`config.mk`:
```
export PLATFORM = sky130hd
export DESIGN_NAME = gate_exerciser
export DESIGN_NICKNAME = d
export VERILOG_FILES = /design/src/rtl/gate_exerciser_pkg.sv /design/src/rtl/gate_exerciser_sync_chain.sv /design/src/rtl/gate_exerciser.sv
export SDC_FILE = /design/constraint.sdc
export NUM_CORES = 1
export LEC_CHECK = 0
export ABC_AREA = 0
export CORE_MARGIN = 2
export CORE_UTILIZATION = 35
export CTS_CLUSTER_DIAMETER = 150
export DETAILED_ROUTE_END_ITERATION = 12
export PLACE_DENSITY_LB_ADDON = 0.12
export SETUP_SLACK_MARGIN = 0.3
export SYNTH_ARGS = -nofsm -noshare
export SYNTH_HDL_FRONTEND = slang
export SYNTH_HIERARCHICAL = 1
export SYNTH_SLANG_ARGS = --single-unit
```
`constraint.sdc`:
```
create_clock -name clk -period 1.8 [get_ports clk]
set_input_delay 0.18 -clock clk [delete_from_list [all_inputs] [get_ports clk]]
set_output_delay 0.18 -clock clk [all_outputs]
set_load 0.01 [all_outputs]
```
`src/rtl/gate_exerciser_pkg.sv`:
```
// ---------------------------------------------------------------------------
// gate_exerciser_pkg
//   Shared definitions for the 2-input gate exerciser:
//     - gate_sel codes for the eight supported gate functions
//     - the 8x4 expected truth-table constant, indexed by gate_sel
//     - the exerciser FSM state encoding
//     - vec_ab(), which maps a vector index onto the {a, b} stimulus pair
// ---------------------------------------------------------------------------
package gate_exerciser_pkg;

  // gate_sel codes
  localparam logic [2:0] SEL_AND   = 3'd0;
  localparam logic [2:0] SEL_OR    = 3'd1;
  localparam logic [2:0] SEL_NAND  = 3'd2;
  localparam logic [2:0] SEL_NOR   = 3'd3;
  localparam logic [2:0] SEL_XOR   = 3'd4;
  localparam logic [2:0] SEL_XNOR  = 3'd5;
  localparam logic [2:0] SEL_BUF_A = 3'd6;
  localparam logic [2:0] SEL_NOT_A = 3'd7;

  // Bit i of each entry is the gate response to vector i, where vector i
  // drives a = i[1], b = i[0]. Entry order follows the gate_sel codes.
  localparam logic [3:0] TRUTH_TABLE [0:7] = '{
    4'b1000,  // AND
    4'b1110,  // OR
    4'b0111,  // NAND
    4'b0001,  // NOR
    4'b0110,  // XOR
    4'b1001,  // XNOR
    4'b1100,  // BUF_A
    4'b0011   // NOT_A
  };

  // Exerciser FSM states
  typedef enum logic [1:0] {
    ST_IDLE   = 2'd0,
    ST_SETTLE = 2'd1,
    ST_SAMPLE = 2'd2,
    ST_DONE   = 2'd3
  } state_t;

  // Stimulus pair for vector idx, returned as {a, b}. Vectors are walked in
  // binary order so a is the index MSB and b the LSB.
  function automatic logic [1:0] vec_ab(input logic [1:0] idx);
    return {idx[1], idx[0]};
  endfunction

endpackage

```
`src/rtl/gate_exerciser_sync_chain.sv`:
```
// ---------------------------------------------------------------------------
// sync_chain
//   STAGES-deep flop chain that brings an asynchronous single-bit signal into
//   the clk domain. All flops clear to 0 on the asynchronous active-low reset.
//
// Ports:
//   clk    in   rising-edge clock
//   rst_n  in   asynchronous active-low reset
//   d      in   asynchronous input bit
//   q      out  synchronized copy of d, STAGES cycles later
// ---------------------------------------------------------------------------
module sync_chain #(
  parameter int STAGES = 2
) (
  input  logic clk,
  input  logic rst_n,
  input  logic d,
  output logic q
);

  logic [STAGES-1:0] chain;

  // A one-stage chain has no shift slice to take, so it gets its own branch;
  // otherwise new data enters at bit 0 and the synchronized value leaves the
  // top of the chain.
  generate
    if (STAGES == 1) begin : g_single
      always_ff @(posedge clk or negedge rst_n) begin
        if (!rst_n) begin
          chain <= '0;
        end else begin
          chain <= d;
        end
      end
    end else begin : g_multi
      always_ff @(posedge clk or negedge rst_n) begin
        if (!rst_n) begin
          chain <= '0;
        end else begin
          chain <= {chain[STAGES-2:0], d};
        end
      end
    end
  endgenerate

  assign q = chain[STAGES-1];

endmodule

```
`src/rtl/gate_exerciser.sv`:
```
// ---------------------------------------------------------------------------
// gate_exerciser
//   Walks a 2-input gate under test through the four input vectors 00, 01,
//   10, 11, samples its synchronized response after a settle window, and
//   compares against the truth table selected by gate_sel (latched at start).
//
// Ports:
//   clk          in   rising-edge clock
//   rst_n        in   asynchronous active-low reset
//   start        in   level-sampled in IDLE, begins a run
//   abort        in   cancels a run in progress (wins over start in IDLE)
//   gate_sel     in   truth-table select, see gate_exerciser_pkg codes
//   y            in   gate response, asynchronous to clk
//   a, b         out  stimulus to the gate under test
//   busy         out  high while vectors are being applied and sampled
//   done         out  one-cycle pulse when a run completes
//   pass         out  last completed run had no mismatch
//   fail_vec     out  bit i set when vector i mismatched
//   observed_tt  out  bit i is the sampled response to vector i
//
// Each vector occupies SETTLE_CYCLES + SYNC_STAGES cycles of SETTLE plus one
// cycle of SAMPLE, so the whole y path (gate delay plus synchronizer) has
// flushed before the sample is taken.
// ---------------------------------------------------------------------------
module gate_exerciser
  import gate_exerciser_pkg::*;
#(
  parameter int SETTLE_CYCLES = 2,
  parameter int SYNC_STAGES   = 2
) (
  input  logic       clk,
  input  logic       rst_n,
  input  logic       start,
  input  logic       abort,
  input  logic [2:0] gate_sel,
  input  logic       y,
  output logic       a,
  output logic       b,
  output logic       busy,
  output logic       done,
  output logic       pass,
  output logic [3:0] fail_vec,
  output logic [3:0] observed_tt
);

  localparam int WAIT_CYCLES = SETTLE_CYCLES + SYNC_STAGES;
  localparam int CNT_W       = (WAIT_CYCLES > 1) ? $clog2(WAIT_CYCLES) : 1;
  localparam logic [CNT_W-1:0] CNT_LAST = CNT_W'(WAIT_CYCLES - 1);

  state_t           state;
  logic [1:0]       idx;
  logic [CNT_W-1:0] cnt;
  logic [2:0]       sel_q;
  logic             y_sync;
  logic [3:0]       expected_tt;
  logic             mismatch;
  logic [3:0]       fail_next;

  sync_chain #(
    .STAGES(SYNC_STAGES)
  ) u_sync_chain (
    .clk  (clk),
    .rst_n(rst_n),
    .d    (y),
    .q    (y_sync)
  );

  assign expected_tt = TRUTH_TABLE[sel_q];
  assign mismatch    = y_sync ^ expected_tt[idx];

  // fail_vec as it will look after the current sample lands; pass on the
  // final vector is decided from this so it is valid in the done cycle.
  always_comb begin
    fail_next      = fail_vec;
    fail_next[idx] = mismatch;
  end

  // Exerciser FSM. All outputs are registered here so a, b, busy and done
  // change only on clock edges. done defaults low every cycle and is raised
  // only on the edge that closes the last sample, giving a one-cycle pulse
  // that coincides with ST_DONE.
  always_ff @(posedge clk or negedge rst_n) begin
    if (!rst_n) begin
      state       <= ST_IDLE;
      idx         <= 2'd0;
      cnt         <= '0;
      sel_q       <= 3'd0;
      a           <= 1'b0;
      b           <= 1'b0;
      busy        <= 1'b0;
      done        <= 1'b0;
      pass        <= 1'b0;
      fail_vec    <= 4'd0;
      observed_tt <= 4'd0;
    end else begin
      done <= 1'b0;
      case (state)
        ST_IDLE: begin
          if (start && !abort) begin
            sel_q       <= gate_sel;
            fail_vec    <= 4'd0;
            observed_tt <= 4'd0;
            pass        <= 1'b0;
            {a, b}      <= vec_ab(2'd0);
            idx         <= 2'd0;
            cnt         <= '0;
            busy        <= 1'b1;
            state       <= ST_SETTLE;
          end
        end

        ST_SETTLE: begin
          if (abort) begin
            state       <= ST_IDLE;
            a           <= 1'b0;
            b           <= 1'b0;
            busy        <= 1'b0;
            pass        <= 1'b0;
            fail_vec    <= 4'd0;
            observed_tt <= 4'd0;
            idx         <= 2'd0;
            cnt         <= '0;
          end else if (cnt == CNT_LAST) begin
            state <= ST_SAMPLE;
          end else begin
            cnt <= cnt + 1'b1;
          end
        end

        ST_SAMPLE: begin
          if (abort) begin
            state       <= ST_IDLE;
            a           <= 1'b0;
            b           <= 1'b0;
            busy        <= 1'b0;
            pass        <= 1'b0;
            fail_vec    <= 4'd0;
            observed_tt <= 4'd0;
            idx         <= 2'd0;
            cnt         <= '0;
          end else begin
            observed_tt[idx] <= y_sync;
            fail_vec         <= fail_next;
            if (idx != 2'd3) begin
              idx    <= idx + 2'd1;
              {a, b} <= vec_ab(idx + 2'd1);
              cnt    <= '0;
              state  <= ST_SETTLE;
            end else begin
              a     <= 1'b0;
              b     <= 1'b0;
              busy  <= 1'b0;
              done  <= 1'b1;
              pass  <= (fail_next == 4'd0);
              idx   <= 2'd0;
              state <= ST_DONE;
            end
          end
        end

        // Abort is deliberately not looked at here: a completed run keeps
        // its results and finishes its done pulse.
        ST_DONE: begin
          state <= ST_IDLE;
        end

        default: begin
          state <= ST_IDLE;
        end
      endcase
    end
  end

endmodule

```
# Yosys cells after proc, flatten, opt, wreduce, memory -nomap -nowiden
# Memory sizes are Yosys's and may differ from the RTL's.
# Cells that the tools add are included.
totals:
  ff_bits: 24
  rom_bits: 32
  output_inout_bits: 13
  wordCells: 90
  memories: 1
op_classes:
  addsub: 2
  order_cmp: 3
  n_eq_ne: 11
  muxes: 48
  n_bitwise: 2
  n_reduce_logical: 11
memory_table:
  columns: ["name", "depth", "word_bits", "rd", "rd_ports_with_merged_regs", "wr", "line_no", "source"]
  rows:
  - ["(name not given)", 8, 4, 1, 0, 0, "gate_exerciser.sv:68", "assign expected_tt = TRUTH_TABLE[sel_q];"]
ops:
  columns: ["cell", "count"]
  rows:
  - ["$mux 2", 13]
  - ["$mux 4", 6]
  - ["$pmux 4 s3", 2]
  - ["$mux 1", 16]
  - ["$ne 3x3->1 const B", 4]
  - ["$pmux 1 s3", 4]
  - ["$pmux 2 s3", 2]
  - ["$bwmux 4", 2]
  - ["$pmux 2 s4", 1]
  - ["$reduce_and 4->1", 2]
  - ["$eq 2x2->1 const B", 3]
  - ["$ne 2x2->1 const B", 3]
  - ["$add 2x1->2 const B", 2]
  - ["$ge 4x4->1 const B", 1]
  - ["$logic_not 4->1", 1]
  - ["$not 3->4", 1]
  - ["$reduce_and 2->1", 2]
  - ["$lt 2x3->1 const B", 1]
  - ["$reduce_and 3->1", 1]
  - ["$reduce_bool 3->1", 1]
  - ["$bmux 1 s2", 1]
  - ["$demux 1 s2", 1]
  - ["$eq 2x1->1 const B", 1]
  - ["$ge 2x1->1 const B", 1]
  - ["other kinds (4)", 5]

# Longest topological paths before layout
depth:
  depth_word: 12
  depth_mapped: 7
  depth_no_buf: 7

# Cells and area by module
# The synthesis kept the hierarchy.
modules_own_cells:
  columns: ["module", "instances", "cells_each", "area_each_um2"]
  rows:
  - ["gate_exerciser", 1, 99, 1117.3]
  - ["sync_chain", 1, 2, 50.0]

# Least setup slack after synthesis
# Ideal clock, no wire load.
synth_path:
  kind: "register to register"
  startpoint: "reg idx[1]"
  endpoint: "reg fail_vec[3]"
  setup_time_ns: 0.122
  t_arrival_ns: 1.548
  required_time_ns: 1.678
  setup_slack_ns: 0.130
  path_stages_with_launch: 6
  path_buffers: 0
  path_cell_list: "dfrtp_1 or4_1 o311a_1 nand4_2 xnor2_2 a32o_1"
synth_via:
  elab_chain_cells: 7
  elab_cells_between_ends: 11
  classes_between: "order compare: 2; mux: 7; bitwise: 1; reduce/logical: 1"
synth_lines:
  columns: ["element", "line_no", "source"]
  rows:
  - ["start, declared", "gate_exerciser.sv:51", "logic [1:0] idx;"]
  - ["start signal, assigned", "gate_exerciser.sv:145", "idx <= idx + 2'd1;"]
  - ["$lt 2x3->1 (not written as such) or $ge 2x1->1 (tied branches)", "gate_exerciser.sv:75", "fail_next[idx] = mismatch;"]
  - ["$logic_and 1x1->1 (not written as such)", "gate_exerciser.sv:75", null]
  - ["$mux 1 (not written as such)", "gate_exerciser.sv:75", null]
  - ["$demux 1 s2", "gate_exerciser.sv:75", null]
  - ["$bwmux 4 *", "gate_exerciser.sv:75", null]
  - ["$mux 4 *", "gate_exerciser.sv:131", "if (abort) begin"]
  - ["$pmux 4 s3 *", "gate_exerciser.sv:97", "case (state)"]
  - ["end signal, assigned", "gate_exerciser.sv:143", "fail_vec <= fail_next;"]
  - ["end, declared", "gate_exerciser.sv:42", "output logic [3:0] fail_vec,"]
# Every way passes the cells marked *; elsewhere a longest branch is shown, timed or not. The select of a mux whose other input is x is not followed.
# A chain may end at the register's enable or synchronous reset.

# Worst setup path in the final report
layout_path:
  startpoint: "reg sel_q[0]"
  endpoint: "reg fail_vec[1]"
layout_via:
  elab_chain_cells: 10
layout_lines:
  columns: ["element", "line_no", "source"]
  rows:
  - ["start, declared", "gate_exerciser.sv:53", "logic [2:0] sel_q;"]
  - ["start signal, assigned", "gate_exerciser.sv:100", "sel_q <= gate_sel;"]
  - ["$not 3->4 (not written as such)", "gate_exerciser.sv:68", null]
  - ["$mem_v2 8x4", null, null]
  - ["$mux 4 (not written as such) (2 in a row)", "gate_exerciser.sv:68", null]
  - ["$bmux 1 s2", "gate_exerciser.sv:69", "assign mismatch = y_sync ^ expected_tt[idx];"]
  - ["$mux 1 (not written as such)", "gate_exerciser.sv:69", null]
  - ["$xor 1x1->1", "gate_exerciser.sv:69", null]
  - ["$bwmux 4", "gate_exerciser.sv:75", null]
  - ["$mux 4", "gate_exerciser.sv:131", null]
  - ["$pmux 4 s3", "gate_exerciser.sv:97", null]
# No other way between the ends. The select of a mux whose other input is x is not followed.

==> impl_metrics.env <==
export IMPL_post_route_period_util=0.916
export IMPL_ctsLongestPathBuffers=2
export IMPL_finalHoldViolCount=0
export IMPL_grt_start_max_net_pins=23
export IMPL_coreArea_um2=3100
export IMPL_synth_compound_area_frac=0.195
export IMPL_synth_distinct_cells=33
export IMPL_r2r_start="sel_q[0]"
export IMPL_vias=946
export IMPL_track_usage=0.159
export IMPL_initial_core_util=0.376
export IMPL_synthAdderAreaFrac=0.0965
export IMPL_syn_nets=118
export IMPL_setup_viol=0
export IMPL_yosys_area_top_type="dfrtp_1"
export IMPL_grt_pass1_wl_mm=4.43
export IMPL_worst_pin_slew_ps=371
export IMPL_port_buffers=20
export IMPL_met1_usage=0.209
export IMPL_cts_sinks=22
export IMPL_synth_top_family_by_area="compound AO/OA/AOI/OAI gates"
export IMPL_r2r_cells=5
export IMPL_cts_tree="done"
export IMPL_synth_mux_area_frac=0.0547
export IMPL_synth_edf_count=0
export IMPL_ant_nets=0
export IMPL_antenna_found_initial=0
export IMPL_clkLatencyLatePin_ps=310
export IMPL_synth_area_leaders="dfrtp_1 (47%), ha_1 (9.6%), o21ai_0 (4.7%), a32o_1 (3.4%), a22o_1 (3.0%)"
export IMPL_fin_setup_tns_ps=0
export IMPL_power_density_nw_per_um2=998
export IMPL_grt_met3_usage=0.0331
export IMPL_synthTopCellsByCount="dfrtp_1 (22), o21ai_0 (11), ha_1 (9)"
export IMPL_r2r_slack_ps=150
export IMPL_skew_ps=5.01
export IMPL_diodes=0
export IMPL_drive_gt1_frac=0.410
export IMPL_fmax_mhz=606
export IMPL_netlist_area_um2=1170
export IMPL_ir_worst_vdd_uv=561
export IMPL_cp_data_required_time_ps=2010
export IMPL_io_pins=21
export IMPL_globalplace_congestion=0.742
export IMPL_maxCapViolations=0
export IMPL_synth_cells=101
export IMPL_cpPeakStageDelay_ps=540
export IMPL_cp_top_family="simple AND/OR/NAND/NOR gates"
export IMPL_yosysMostFrequentCell="dfrtp_1"
export IMPL_max_slew_margin_rel=0.753
export IMPL_drv_slew=0
export IMPL_globalRouteMet2Util=0.262
export IMPL_syn2layout_area_growth_pct=53.6
export IMPL_yosys_area_share_simple=0.133
export IMPL_rr_endpoint="fail_vec[1]"
export IMPL_top_usage_layer="met2"
export IMPL_clk_pin_slew_worst_paths_ps=130
export IMPL_crit_chain="or4_4 > o311a_4 > nand4_4 > xnor2_4 > a32o_1"
export IMPL_leakage_nw=0.765
export IMPL_die_width_um=61.8
export IMPL_crit_buf_inv=0
export IMPL_hpwl_mm=1.74
export IMPL_grt_pass1_vias=920
export IMPL_cpMaxStageDelayCell="or4_4"
export IMPL_worstPathMaxFanout=5
export IMPL_yosysWarnings=6
export IMPL_min_period_ps=1650
export IMPL_crit_path_end_kind="register"
export IMPL_arrival_ps=1860
export IMPL_nets=162
export IMPL_cts_made_buffers=3
export IMPL_drt_total_wl_mm=2.64
export IMPL_routed_via_density=5.03
export IMPL_ys_ff_latch=22
export IMPL_overflow=0
export IMPL_start_kind="register"
export IMPL_synth_top_area_frac=0.472
export IMPL_drc=0
export IMPL_synth_ff_type="dfrtp_1"
export IMPL_rows=20
export IMPL_rsz0062_at_grt="yes"
export IMPL_die_area_um2=3810
export IMPL_htreeDepth=1
export IMPL_avgSynthCellArea_um2=11.6
export IMPL_dr_first_iter_drc_count=23
export IMPL_synth_seq_area_share=0.472
export IMPL_firstDrtPassIters=4
export IMPL_path_class="register to register"
export IMPL_root_buffer="clkbuf_4"
export IMPL_die_h_um=61.8
export IMPL_status="complete, no violations"
export IMPL_routedWlPerCell_um=14.0
export IMPL_fin_util=0.578
export IMPL_hold_path_class="input pin to asynchronous set/reset pin"
export IMPL_synth_xor_area_frac=0.0139
export IMPL_synthArstFlopShare=1.00
## power breakdown
group	leakage (nW)	internal, mW	switching, mW
sequential	0.285	0.572	0.0958
combinational	0.465	0.504	0.378
clock	0.0150	0.0864	0.154
## metrics by stage
stage	hold slack, ps	power (mW)	cells	setup slack (ps)	area (um2)
after global routing	202	1.92	188	110	1790
after floorplan	-116	1.08	101	179	1190
after detailed placement	346	1.22	168	37.4	1460
after global placement	335	1.21	168	54.5	1460
after CTS	207	1.68	182	128	1660
final	197	1.79	188	150	1790
## worst max-delay path by stage
| stage | start | end | cells after the start |
|---|---|---|---|
| floorplan | sel_q[0] | fail_vec[3] | 6 |
| CTS | sel_q[2] | fail_vec[1] | 5 |
| global route | idx[0] | pass | 6 |
| global placement | abort | fail_vec[0] | 5 |
| finish | sel_q[0] | fail_vec[1] | 5 |
| detailed placement | start | fail_vec[1] | 5 |
## worst reg2reg max path: stages, from the launching register on
cell	delay (ps)
dfrtp_2	460
or4_4	540
o311a_4	140
nand4_4	90
xnor2_4	100
a32o_1	240
## per-layer routing
layer  share of wire  wire [um]
met1            0.46       1220
met2            0.50       1310
met3           0.035         91
met4          0.0072         19
met5               0          0
## sequential cells by signal, indices dropped and copies added (netlist names)
signal              flops
fail_vec                4
busy                    1
cnt                     2
idx                     2
u_sync_chain/chain      2
state                   2
pass                    1
sel_q                   3
observed_tt             4
done                    1
## cells by family (layout without fill, tap and decap cells)
logic type / after synthesis / after routing
AOI/OAI and AO/OA: 29 / 29
and+or+nand+nor: 25 / 25
DFF: 22 / 22
adders and majority gates: 9 / 9
buffers and inverters: 9 / 52
muxes: 6 / 6
xor gates and xnor gates: 1 / 1
## cell type report
| cell class | count | area, um2 |
|---|---|---|
| fill | 281 | 1310 |
| multi-input combinational | 70 | 753 |
| sequential | 22 | 557 |
| timing repair buffer | 40 | 372 |
| tap | 44 | 55.1 |
| inverter | 8 | 30.0 |
| clock buffer | 4 | 26.3 |
## cell usage in the layout (no fill, tap or decap), types with 2 or more instances in the layout
cell type        Yosys  layout
a22o_1               4       4
mux2i_1              3       3
inv_1                8       6
mux2_2               3       3
buf_4                0      13
and2_4               0       2
buf_6                1       6
o21ai_0             11       2
o21ai_2              0       3
nand3b_1             2       2
dfrtp_2              0       5
o21ai_1              1       7
ha_4                 0       5
nand3_1              3       2
inv_2                0       2
dfrtp_1             22      17
clkdlybuf4s50_1      0      18
nand2_1              5       4
ha_1                 9       3
clkbuf_4             0       3
a32o_1               4       4
nor2b_4              0       3
## what timing repair did
| action | 4_1_cts | 5_1_grt |
|---|---|---|
| resized for setup | 35 | 19 |
| pin swaps | 8 | 5 |
| endpoints found under the setup margin | 18 | 17 |
| hold buffers | 0 | 0 |
| buffers inserted | 10 | 6 |
(Power assumes the default switching activity.)
==> RTL edit: new RTL, config.mk and constraints unchanged <==
Re-encode `state_t` (4 states) as one-hot, 4 bits wide.
--- a/src/rtl/gate_exerciser_pkg.sv
+++ b/src/rtl/gate_exerciser_pkg.sv
@@ -34,7 +34,7 @@
   // Exerciser FSM states
-  typedef enum logic [1:0] {
-    ST_IDLE   = 2'd0,
-    ST_SETTLE = 2'd1,
-    ST_SAMPLE = 2'd2,
-    ST_DONE   = 2'd3
+  typedef enum logic [3:0] {
+    ST_IDLE   = 4'b0001,
+    ST_SETTLE = 4'b0010,
+    ST_SAMPLE = 4'b0100,
+    ST_DONE   = 4'b1000
   } state_t;
Formal check against the unedited RTL: same outputs for any inputs over 10 cycles, from zero or initial values and one cycle with rst_n low; not proved beyond that.
==> RTL edit against the original RTL <==
The run now ends with negative setup slack left. Sequential share of layout area grew 3.5 points. Synthesized area grew 3.6%. Cell count grew 3.7%. Worst setup slack lost 250 ps. Final area shrank 2.8%. Global-route usage shrank 1.5 points. Clock skew shrank 0.80 ps. Hold slack gained 5.1 ps. Sequential cell count grew 2. Routed wire length shrank 2.7%. Non-clock buffer count grew 3. Highest routed layer unchanged.
Power is not compared: it rests on default switching activity, and its combinational part moved more than twofold at a synthesized area within 25%.
==> RTL edit: results (changes against the original RTL) <==
Rel. slew slack = 0.772 (+0.0188)
slowest cell delay on critical path = 580 ps (+40 ps)
vias in the first global route = 1052 (+14%)
Detail Placement HPWL = 1870 um (+7.2%)
reg-to-reg startpoint = state[0]$_DFFE_PN1P_
WL final = 2570 um (-2.7%)
nets = 163 (+0.62%)
met2 Usage GRT = 0.246 (-0.0157)
layout cells sized above 1 = 0.362 (-0.0473)
placement-stage cell area = 0.00158 mm^2 (+8.4%)
post-synthesis mux area share = 0.0310 (-0.0236)
fillers = 318 (+13%)
total number of vias = 979 (+3.5%)
GPL Wtd Cong = 0.800 (+7.7%)
unique cell type count in the Yosys netlist = 44 (+33%)
CP max-delay cell = dfstp_2
Clock Skew = 4.20 ps (-0.803 ps)
Final Hold Vio Count = 0 (unchanged)
GR Util met3 = 0.0216 (-0.0115)
GR Util met1 = 0.183 (-0.0262)
final setup fails = 3 (+3)
Seq/Total Area, Yosys = 0.497 (+0.0258)
Post-Synth Adder-Cell Area = 0.0517 (-0.0448)
largest net degree at the start of global routing = 25 (+8.7%)
Starting DRT DRC Count = 14 (-39%)
compound-cell area share of the yosys netlist = 0.198 (+0.00245)
top flop regs = fail_vec: 4 flops, observed_tt: 4 flops, state: 4 flops
violated checks = negative setup slack
PnR worst setup slack = -105 ps (-255 ps)
worst slack after detailed placement = -312 ps (-350 ps)
first-pass GRT wire length = 4600 um (+3.7%)
status = finished with violations
All-Layer GR Usage = 0.144 (-0.0151)
Sequential cell area = 603 um^2 (+8.3%)
XOR/XNOR share of the synthesized area = 0.00724 (-0.00669)
-- RTL edit: cell type report --
type | count | area share
Sequential cell | 24 | 0.346
Timing Repair Buffer | 43 | 0.215
Multi-Input combinational cell | 70 | 0.365
Clock buffer | 4 | 0.0208
Tap cell | 46 | 0.0330
Inverter | 8 | 0.0194
-- RTL edit: cell families after synthesis --
| family | after synthesis |
|---|---|
| adder cells (fa/ha/maj) | 5 |
| AO/OA/AOI/OAI | 31 |
| flip-flops | 24 |
| buffers and inverters | 11 |
| XOR/XNOR | 1 |
| multiplexers | 3 |
| AND/OR/NAND/NOR | 30 |
-- RTL edit: worst paths after layout --
path                       slack, ps  depth (start not counted)                               to
max in group asynchronous       1310                          2             state[0]$_DFFE_PN1P_
min in group clk                 290                          1  u_sync_chain/chain[0]$_DFF_PN0_
min reg2reg                      370                          0  u_sync_chain/chain[1]$_DFF_PN0_
max                             -100                          5               cnt[0]$_DFFE_PN0P_
max reg2reg                     -100                          5               cnt[0]$_DFFE_PN0P_
min                              200                          2               cnt[0]$_DFFE_PN0P_
-- RTL edit: per-layer routing --
metal | share of wire | up-vias
met1 | 0.47 | 482
met2 | 0.49 | 12
met3 | 0.025 | 4
met5 | 0 | -
met4 | 0.016 | 0
li1 | - | 481
-- RTL edit: timing repair --
action	4_1_cts	5_1_grt
buffers inserted	3	2
setup endpoints to repair	20	19
pin swaps	3	4
gates resized for setup	12	17
-- RTL edit: through the flow --
step	TNS, ps	instances
2_1_floorplan	-698	105
3_3_place_gp	-2920	186
3_5_place_dp	-2970	186
4_1_cts	-364	193
5_1_grt	-749	195
6_report	-233	195
